File: src/rtl/load_store_unit.sv
// rtl/load_store_unit.sv - RV32I load/store unit, one outstanding access, registered outputs.
// Optional macro LSU_RMW_EN: SB/SH become read-modify-write of the aligned word.
module load_store_unit #(
  parameter int RD_LATENCY = 1
) (
  input  logic        clk,
  input  logic        rst,
  input  logic        req,
  input  logic        req_we,
  input  logic [31:0] req_addr,
  input  logic [2:0]  req_func3,
  input  logic [31:0] req_wdata,
  output logic        busy,
  output logic        resp_valid,
  output logic [31:0] resp_rdata,
  output logic        resp_err,
  output logic [31:0] mem_addr,
  output logic [2:0]  mem_func3,
  output logic        mem_we,
  output logic        mem_re,
  output logic [31:0] mem_wdata,
  input  logic [31:0] mem_rdata
);

  localparam logic [2:0] S_IDLE = 3'd0;
  localparam logic [2:0] S_RD   = 3'd1;
  localparam logic [2:0] S_WAIT = 3'd2;
  localparam logic [2:0] S_WR   = 3'd3;
  localparam logic [2:0] S_RESP = 3'd4;

  localparam int            CW       = $clog2(RD_LATENCY) + 1;
  localparam logic [CW-1:0] CNT_LAST = CW'(RD_LATENCY - 1);

  logic [2:0]    state_q, state_d;
  logic [CW-1:0] cnt_q, cnt_d;
  logic [2:0]    func3_q, func3_d;
  logic [1:0]    lo_q, lo_d;
  logic          busy_q, busy_d;
  logic          resp_valid_q, resp_valid_d;
  logic [31:0]   resp_rdata_q, resp_rdata_d;
  logic          resp_err_q, resp_err_d;
  logic [31:0]   mem_addr_q, mem_addr_d;
  logic [2:0]    mem_func3_q, mem_func3_d;
  logic          mem_we_q, mem_we_d;
  logic          mem_re_q, mem_re_d;
  logic [31:0]   mem_wdata_q, mem_wdata_d;
`ifdef LSU_RMW_EN
  logic          rmw_q, rmw_d;
  logic [15:0]   wdata_q, wdata_d;
`endif

  function automatic logic access_err(input logic we, input logic [2:0] f3, input logic [1:0] lo);
    logic e;
    case (f3)
      3'b000:  e = 1'b0;
      3'b001:  e = lo[0];
      3'b010:  e = (lo != 2'b00);
      3'b100:  e = we;
      3'b101:  e = we | lo[0];
      default: e = 1'b1;
    endcase
    return e;
  endfunction

  function automatic logic [31:0] load_extract(input logic [2:0] f3, input logic [1:0] lo,
                                               input logic [31:0] w);
    logic [7:0]  b;
    logic [15:0] h;
    logic [31:0] r;
    case (lo)
      2'd0:    b = w[7:0];
      2'd1:    b = w[15:8];
      2'd2:    b = w[23:16];
      default: b = w[31:24];
    endcase
    h = lo[1] ? w[31:16] : w[15:0];
    case (f3)
      3'b000:  r = {{24{b[7]}}, b};
      3'b100:  r = {24'h0, b};
      3'b001:  r = {{16{h[15]}}, h};
      3'b101:  r = {16'h0, h};
      default: r = w;
    endcase
    return r;
  endfunction

`ifdef LSU_RMW_EN
  // Lane insertion into the word just read back; the write always goes out as a full word.
  function automatic logic [31:0] store_merge(input logic is_byte, input logic [1:0] lo,
                                              input logic [31:0] w, input logic [15:0] d);
    logic [31:0] r;
    r = w;
    if (is_byte) begin
      case (lo)
        2'd0:    r[7:0]   = d[7:0];
        2'd1:    r[15:8]  = d[7:0];
        2'd2:    r[23:16] = d[7:0];
        default: r[31:24] = d[7:0];
      endcase
    end else if (lo[1]) begin
      r[31:16] = d;
    end else begin
      r[15:0] = d;
    end
    return r;
  endfunction
`endif

  always_comb begin
    state_d      = state_q;
    cnt_d        = cnt_q;
    func3_d      = func3_q;
    lo_d         = lo_q;
    resp_rdata_d = resp_rdata_q;
    resp_err_d   = resp_err_q;
    mem_addr_d   = mem_addr_q;
    mem_func3_d  = mem_func3_q;
    mem_wdata_d  = mem_wdata_q;
`ifdef LSU_RMW_EN
    rmw_d        = rmw_q;
    wdata_d      = wdata_q;
`endif
    case (state_q)
      S_IDLE: begin
        if (req) begin
          func3_d     = req_func3;
          lo_d        = req_addr[1:0];
          mem_addr_d  = {req_addr[31:2], 2'b00};
          mem_func3_d = req_func3;
`ifdef LSU_RMW_EN
          rmw_d       = 1'b0;
          wdata_d     = req_wdata[15:0];
`endif
          if (access_err(req_we, req_func3, req_addr[1:0])) begin
            state_d      = S_RESP;
            resp_err_d   = 1'b1;
            resp_rdata_d = 32'h0;
          end else if (!req_we) begin
            state_d = S_RD;
`ifdef LSU_RMW_EN
          end else if (req_func3 != 3'b010) begin
            state_d     = S_RD;
            mem_func3_d = 3'b010;
            rmw_d       = 1'b1;
`endif
          end else begin
            state_d     = S_WR;
            mem_wdata_d = req_wdata;
          end
        end
      end
      S_RD: begin
        state_d = S_WAIT;
        cnt_d   = '0;
      end
      S_WAIT: begin
        if (cnt_q == CNT_LAST) begin
          state_d      = S_RESP;
          resp_rdata_d = load_extract(func3_q, lo_q, mem_rdata);
          resp_err_d   = 1'b0;
`ifdef LSU_RMW_EN
          if (rmw_q) begin
            state_d      = S_WR;
            resp_rdata_d = resp_rdata_q;
            resp_err_d   = resp_err_q;
            mem_wdata_d  = store_merge(func3_q == 3'b000, lo_q, mem_rdata, wdata_q);
          end
`endif
        end else begin
          cnt_d = cnt_q + 1'b1;
        end
      end
      S_WR: begin
        state_d      = S_RESP;
        resp_rdata_d = 32'h0;
        resp_err_d   = 1'b0;
      end
      S_RESP: state_d = S_IDLE;
      default: state_d = S_IDLE;
    endcase
    // Strobes are registered from the next state so each lines up with its state cycle.
    busy_d       = (state_d != S_IDLE);
    mem_re_d     = (state_d == S_RD);
    mem_we_d     = (state_d == S_WR);
    resp_valid_d = (state_d == S_RESP);
  end

  always_ff @(posedge clk) begin
    if (rst) begin
      state_q      <= S_IDLE;
      cnt_q        <= '0;
      func3_q      <= 3'b000;
      lo_q         <= 2'b00;
      busy_q       <= 1'b0;
      resp_valid_q <= 1'b0;
      resp_rdata_q <= 32'h0;
      resp_err_q   <= 1'b0;
      mem_addr_q   <= 32'h0;
      mem_func3_q  <= 3'b010;
      mem_we_q     <= 1'b0;
      mem_re_q     <= 1'b0;
      mem_wdata_q  <= 32'h0;
`ifdef LSU_RMW_EN
      rmw_q        <= 1'b0;
      wdata_q      <= 16'h0;
`endif
    end else begin
      state_q      <= state_d;
      cnt_q        <= cnt_d;
      func3_q      <= func3_d;
      lo_q         <= lo_d;
      busy_q       <= busy_d;
      resp_valid_q <= resp_valid_d;
      resp_rdata_q <= resp_rdata_d;
      resp_err_q   <= resp_err_d;
      mem_addr_q   <= mem_addr_d;
      mem_func3_q  <= mem_func3_d;
      mem_we_q     <= mem_we_d;
      mem_re_q     <= mem_re_d;
      mem_wdata_q  <= mem_wdata_d;
`ifdef LSU_RMW_EN
      rmw_q        <= rmw_d;
      wdata_q      <= wdata_d;
`endif
    end
  end

  assign busy       = busy_q;
  assign resp_valid = resp_valid_q;
  assign resp_rdata = resp_rdata_q;
  assign resp_err   = resp_err_q;
  assign mem_addr   = mem_addr_q;
  assign mem_func3  = mem_func3_q;
  assign mem_we     = mem_we_q;
  assign mem_re     = mem_re_q;
  assign mem_wdata  = mem_wdata_q;

endmodule

File: config.mk
export PLATFORM = sky130hd
export DESIGN_NAME = load_store_unit
export DESIGN_NICKNAME = d
export VERILOG_FILES = /design/src/rtl/load_store_unit.sv
export SDC_FILE = /design/constraint.sdc
export NUM_CORES = 1
export LEC_CHECK = 0
export CAP_MARGIN = 20
export CORE_MARGIN = 3
export CORE_UTILIZATION = 38
export CTS_BUF_LIST = sky130_fd_sc_hd__clkbuf_2 sky130_fd_sc_hd__clkbuf_4 sky130_fd_sc_hd__clkbuf_8
export DETAILED_ROUTE_END_ITERATION = 10
export GPL_ROUTABILITY_DRIVEN = 0
export PLACE_DENSITY_LB_ADDON = 0.3
export SLEW_MARGIN = 0
export SYNTH_ARGS = -nofsm -noshare
export SYNTH_HDL_FRONTEND = slang
export SYNTH_SLANG_ARGS = --single-unit
File: constraint.sdc
create_clock -name clk -period 1.6 [get_ports clk]
set_input_delay 0.32 -clock clk [delete_from_list [all_inputs] [get_ports clk]]
set_output_delay 0.32 -clock clk [all_outputs]
set_load 0.02 [all_outputs]
==> results.cfg, run 1 <==
[status]
status = completed

[floorplan]
dieArea_mm2 = 0.0125
ios = 207
coreArea_mm2 = 0.0109
die_y_um = 112
row_count = 38
die_w_um = 112
floorplan.initialDensity_pct = 39.2

[synth]
yosys.area.top_type = dfxtp_1
synthArstFlopShare_pct = 0
ys_top_cells_by_area = dfxtp_1 (51%), nand2_1 (12%), a21oi_1 (8.9%), a22o_1 (3.3%), o2bb2ai_1 (3.3%)
synth_edf_count = 0
avgSynthCellArea_um2 = 8.50
synth-warning-count = 0
post-synth-top-area-fraction_pct = 50.7
synth-seq-cells = 108
netlist_area_mm2 = 0.00427
yosysUniqueCellTypes = 37
yosysSeqAreaShare_pct = 50.7
synth_flop_cell = dfxtp_1
netlist_instances = 502

[sta]
slew_viol_final = 0
hold_viol = 0
rsz0062_at_grt = false
hold_slack_ns = 0.249
fin_crit_ns = 1.56
period_share_pct = 97.5
final-setup-viol-count = 0
max_freq_mhz = 641
skew_ns = 0.0136

[layout]
nets = 812
design_area_mm2 = 0.00678
num-fill-cells = 929
final_common_cell = nand2_1
synthToLayoutAreaGrowth_pct = 58.9
drive_above_1_share_pct = 10.9
final_cell_mix = nand2_1 (135), dlygate4sd2_1 (103), dfxtp_1 (102), clkdlybuf4s50_1 (93), a21oi_1 (73)

[hold_path]
whs_path_depth = 3
hold_class = in2reg

[route]
firstDrtPassIters = 4
route.detailed.drc = 0
wl_per_cell_um = 15.8
initialDrtViolationCount = 165
via_count = 4254
wirelength_um = 13500
drt-vias-per-instance = 4.98
ant_nets = 0

[critical_path]
startpoint_type = input port
critical_path.max_fanout = 16
r2r.worst_path.cells = 5
end_kind = flop
worstPathArrival_ns = 1.86
crit_type = in2reg
required_ns = 1.90

[place]
portBuffers = 204
place_area_mm2 = 0.00655
dp_hpwl_um = 10000

[power_and_ir_drop]
power_leakage_nw = 2.96
switching_share_pct = 26.9
vdd_drop_max_mv = 0.501
p_clk_share_pct = 29.0
pwr-share-seq_pct = 50.4
p_switching_w = 0.00153
p_int_w = 0.00416
pwr-share-comb_pct = 20.6
powerDensity_mw_per_mm2 = 840

[cts]
numCtsBuffers = 9
cts_tree = built
path_clk_slew_ns = 0.09
clk_latency_ns = 0.36
clockRootBuffer = clkbuf_8
ctsHtreeMaxLevel = 3
cts_sinks = 108
cts_buffer_depth = 2

[grt]
grt_first_pass_wirelength_um = 21900
grt_usage_pct = 21.6
antenna_found_initial = 2
grt_max_degree = 75
grt_pass1_vias = 4274
gr-total-overflow = 0

[job]
drv_cap = 0
==> area by class of cell <==
class / instances / area (um2) / area share [%]
repair buffers: 237 / 2260 / 33.4
flip-flops and latches: 108 / 2170 / 32.1
clock inverters: 4 / 48.8 / 0.720
multi-input cells: 349 / 1950 / 28.8
inverters: 4 / 15.0 / 0.222
well taps: 140 / 175 / 2.58
clock buffers: 11 / 145 / 2.14
diodes: 2 / 5.00 / 0.0738
==> per-layer routing <==
metal	vias up	wire, um	global-route usage [%]	share of wire [%]
li1	2119	-	-	-
met1	1954	5320	25.0	39
met2	170	6450	35.9	48
met3	11	1540	10.7	11
met4	0	161	5.61	1.2
met5	-	0	0	0
==> flip-flops by register name, indices dropped and copies added, names as in the netlist <==
name	flops
func3_q	3
mem_we	1
mem_wdata	32
mem_re	1
mem_addr	30
resp_err	1
mem_func3	1
busy	1
lo_q	2
resp_rdata	32
state_q	3
resp_valid	1
==> cells in the mapped netlist (2+ instances only) <==
cell	count
o2bb2ai_1	16
nor3_1	13
nor2b_1	3
inv_1	3
o21ai_0	15
mux2_2	7
nor4_1	2
nand2_1	135
nand2b_1	19
a21oi_1	76
a22o_1	16
mux2i_1	2
clkbuf_1	25
buf_4	5
dfxtp_1	108
buf_2	7
o21a_1	17
buf_1	2
nor2_1	11
buf_6	3
==> cell families after synthesis <==
logic type | after synthesis | share of synthesized area, %
compound gates | 148 | 22.2
buf+inv | 46 | 5.22
flops | 108 | 50.7
mux | 9 | 2.32
other cells | 1 | 0.0879
simple gates | 190 | 19.5
==> metrics by stage <==
step	cells	setup WS (ns)	utilization (%)	power [W]	TNS, ns
2_1_floorplan	503	-0.0470	-	0.00351	-0.470
3_3_place_gp	830	-0.570	60.2	0.00413	-42.36
3_5_place_dp	830	-0.571	60.2	0.00415	-42.32
4_1_cts	852	-0.0115	61.9	0.00576	-0.0237
5_1_grt	855	0.00243	62.3	0.00597	0
6_report	855	0.0395	62.3	0.00569	0
==> critical path, cell delays in order <==
cell	delay, ns
clkdlybuf4s50_1	0.47
mux2i_1	0.09
o32a_1	0.38
a221oi_4	0.29
buf_12	0.18
a22o_1	0.13
==> what timing repair did <==
action	in CTS	in global routing
gates cloned	2	0
hold buffers	0	0
setup buffers	5	2
gates resized for setup	113	18
setup endpoints to repair	166	87
pin swaps	3	5
==> worst paths after layout <==
path / startpoint / slack (ns) / to
max reg2reg: func3_q[0] / 0.06 / resp_rdata[18]
min reg2reg: mem_addr[13] / 0.46 / mem_addr[13]
min: req_func3[2] / 0.25 / func3_q[2]
max: mem_rdata[15] / 0.04 / resp_rdata[18]
==> power groups by stage <==
stage               registers, W  clock network [W]  logic (W)
floorplan                0.00305                  0   0.000467
detailed placement       0.00293                  0    0.00122
CTS                      0.00287            0.00171    0.00117
global placement         0.00293                  0    0.00120
finish                   0.00287            0.00165    0.00117
global route             0.00289            0.00181    0.00128
Power figures use the tool's default switching activity.
==> inputs of run 2 (changes only) <==
--- a/config.mk
+++ b/config.mk
@@ -5,10 +5,10 @@
 export SDC_FILE = /design/constraint.sdc
 export NUM_CORES = 1
 export LEC_CHECK = 0
-export CAP_MARGIN = 20
+export CAP_MARGIN = 40
 export CORE_MARGIN = 3
-export CORE_UTILIZATION = 38
-export CTS_BUF_LIST = sky130_fd_sc_hd__clkbuf_2 sky130_fd_sc_hd__clkbuf_4 sky130_fd_sc_hd__clkbuf_8
+export CORE_UTILIZATION = 37
+export CTS_BUF_LIST = sky130_fd_sc_hd__clkbuf_16
 export DETAILED_ROUTE_END_ITERATION = 10
 export GPL_ROUTABILITY_DRIVEN = 0
 export PLACE_DENSITY_LB_ADDON = 0.3
==> results.cfg, run 2 (synthesized netlist as in run 1, its figures left out) <==
[route]
initialDrtViolationCount = 238
ant_nets = 0
wirelength_um = 14100
firstDrtPassIters = 4
wl_per_cell_um = 16.3
drt-vias-per-instance = 4.99
route.detailed.drc = 0
via_count = 4322

[power_and_ir_drop]
power_leakage_nw = 3.03
p_clk_share_pct = 36.1
p_int_w = 0.00476
switching_share_pct = 25.6
vdd_drop_max_mv = 0.580
total_power_w = 0.00640
pwr-share-seq_pct = 44.8
powerDensity_mw_per_mm2 = 924
pwr-share-comb_pct = 19.1
p_switching_w = 0.00164

[critical_path]
required_ns = 1.88
end_kind = flop
crit_family = compound AO/OA/AOI/OAI gates
crit_buf_inv = 1
slowest_stage = o32a_1
startpoint_type = flop
crit_type = reg2reg
critical_path.max_fanout = 16
cp_slowest_stage_delay_ns = 0.38
worstPathArrival_ns = 1.84
path_cells = mux2i_1 > o32a_1 > a221oi_4 > buf_12 > a22o_1

[cts]
hold_buffers = 0
cts_buffer_depth = 2
clk_latency_ns = 0.34
path_clk_slew_ns = 0.07
cts_sinks = 108
clockRootBuffer = clkbuf_16
ctsHtreeMaxLevel = 3
numCtsBuffers = 9
cts_tree = built

[sta]
rsz0062_at_grt = true
skew_ns = 0.00490
worst_slack_ns = 0.0449
period_share_pct = 97.2
final-setup-viol-count = 0
setup_tns_ns = 0
hold_viol = 0
max_freq_mhz = 643
fin_crit_ns = 1.56
slew_viol_final = 0

[grt]
grt_first_pass_wirelength_um = 21700
antenna_found_initial = 0
grtUsageMet1_pct = 24.8
grt-busiest-layer = met2
grt_usage_pct = 21.1
gr-total-overflow = 0
gr-usage-met3_pct = 8.06
grt_max_degree = 36
met2_usage_pct = 35.0
grt_pass1_vias = 4251

[floorplan]
floorplan.initialDensity_pct = 38.7
die_w_um = 113
ios = 207
dieArea_mm2 = 0.0129
coreArea_mm2 = 0.0110
row_count = 38
die_y_um = 113

[place]
dp_hpwl_um = 10300
portBuffers = 204
dp_slack_ns = -0.606
dp_cells = 839

[layout]
final_cell_mix = nand2_1 (135), dfxtp_1 (104), dlygate4sd2_1 (104), clkdlybuf4s50_1 (92), a21oi_1 (76)
layout.cells.non_filler = 866
multi_input_area_mm2 = 0.00193
num-fill-cells = 955
synthToLayoutAreaGrowth_pct = 62.3
diodes = 0
seqCellArea_mm2 = 0.00217
drive_above_1_share_pct = 11.7
final_common_cell = nand2_1
nets = 824
finish.utilization_pct = 62.8

[hold_path]
hold_class = in2reg

[job]
drv_cap = 0

[status]
status = completed
[run 2: changes by cell type in the layout (fill, tap and decap cells not counted), moves of 2 or more]
cell | previous run | this run
dfxtp_1 | 102 | 104
diode_2 | 2 | 0
inv_1 | 3 | 5
buf_6 | 1 | 5
bufbuf_16 | 2 | 0
buf_4 | 26 | 34
a21oi_2 | 3 | 0
buf_12 | 5 | 3
clkbuf_16 | 0 | 10
a21oi_1 | 73 | 76
nor4_4 | 2 | 0
nor4_2 | 0 | 2
clkbuf_8 | 10 | 0
[run 2: final cells by class]
class | instances | area share (%)
inverters | 4 | 0.217
flip-flops and latches | 108 | 31.3
clock inverters | 7 | 1.21
repair buffers | 249 | 33.5
multi-input cells | 349 | 27.9
well taps | 140 | 2.53
clock buffers | 9 | 3.25
[run 2: path summary, 6_finish.rpt]
check / cells past startpoint / start / slack, ns / end
worst max-delay path: 5 / lo_q[1] / 0.04 / resp_rdata[19]
worst min-delay path: 3 / rst / 0.26 / busy
worst max register to register: 5 / lo_q[1] / 0.04 / resp_rdata[19]
worst min register to register: 2 / mem_addr[2] / 0.45 / mem_addr[2]
[run 2: layer usage]
| metal | wire [um] | vias to the layer above |
|---|---|---|
| met5 | 0 | - |
| met3 | 1470 | 16 |
| met1 | 5690 | 1979 |
| met2 | 6680 | 185 |
| met4 | 251 | 0 |
| li1 | - | 2142 |
[run 2: timing repair]
action | CTS | global route
buffers inserted | 2 | 5
pin swaps | 1 | 4
endpoints found under the setup margin | 166 | 102
cloned | 1 | 3
gates resized for setup | 113 | 24
[run 2: metrics by stage]
step,hold WS [ns],cell area [um2]
6_report,0.263,6920
5_1_grt,0.266,6920
4_1_cts,0.251,6820
3_5_place_dp,0.445,6580
3_3_place_gp,0.442,6580
2_1_floorplan,0.437,4290
[run 2: worst register-to-register path: cells and delay by family (launching register included)]
family / cells / cell delay [ns]
flops: 1 / 0.37
mux: 1 / 0.14
buf+inv: 1 / 0.18
compound gates: 3 / 0.81
[run 2: power by group through the flow]
stage / registers, W / clock network (W) / logic (W)
finish: 0.00287 / 0.00231 / 0.00122
global route: 0.00288 / 0.00245 / 0.00132
CTS: 0.00287 / 0.00236 / 0.00119
detailed placement: 0.00293 / 0 / 0.00123
global placement: 0.00293 / 0 / 0.00122
floorplan: 0.00305 / 0 / 0.000467
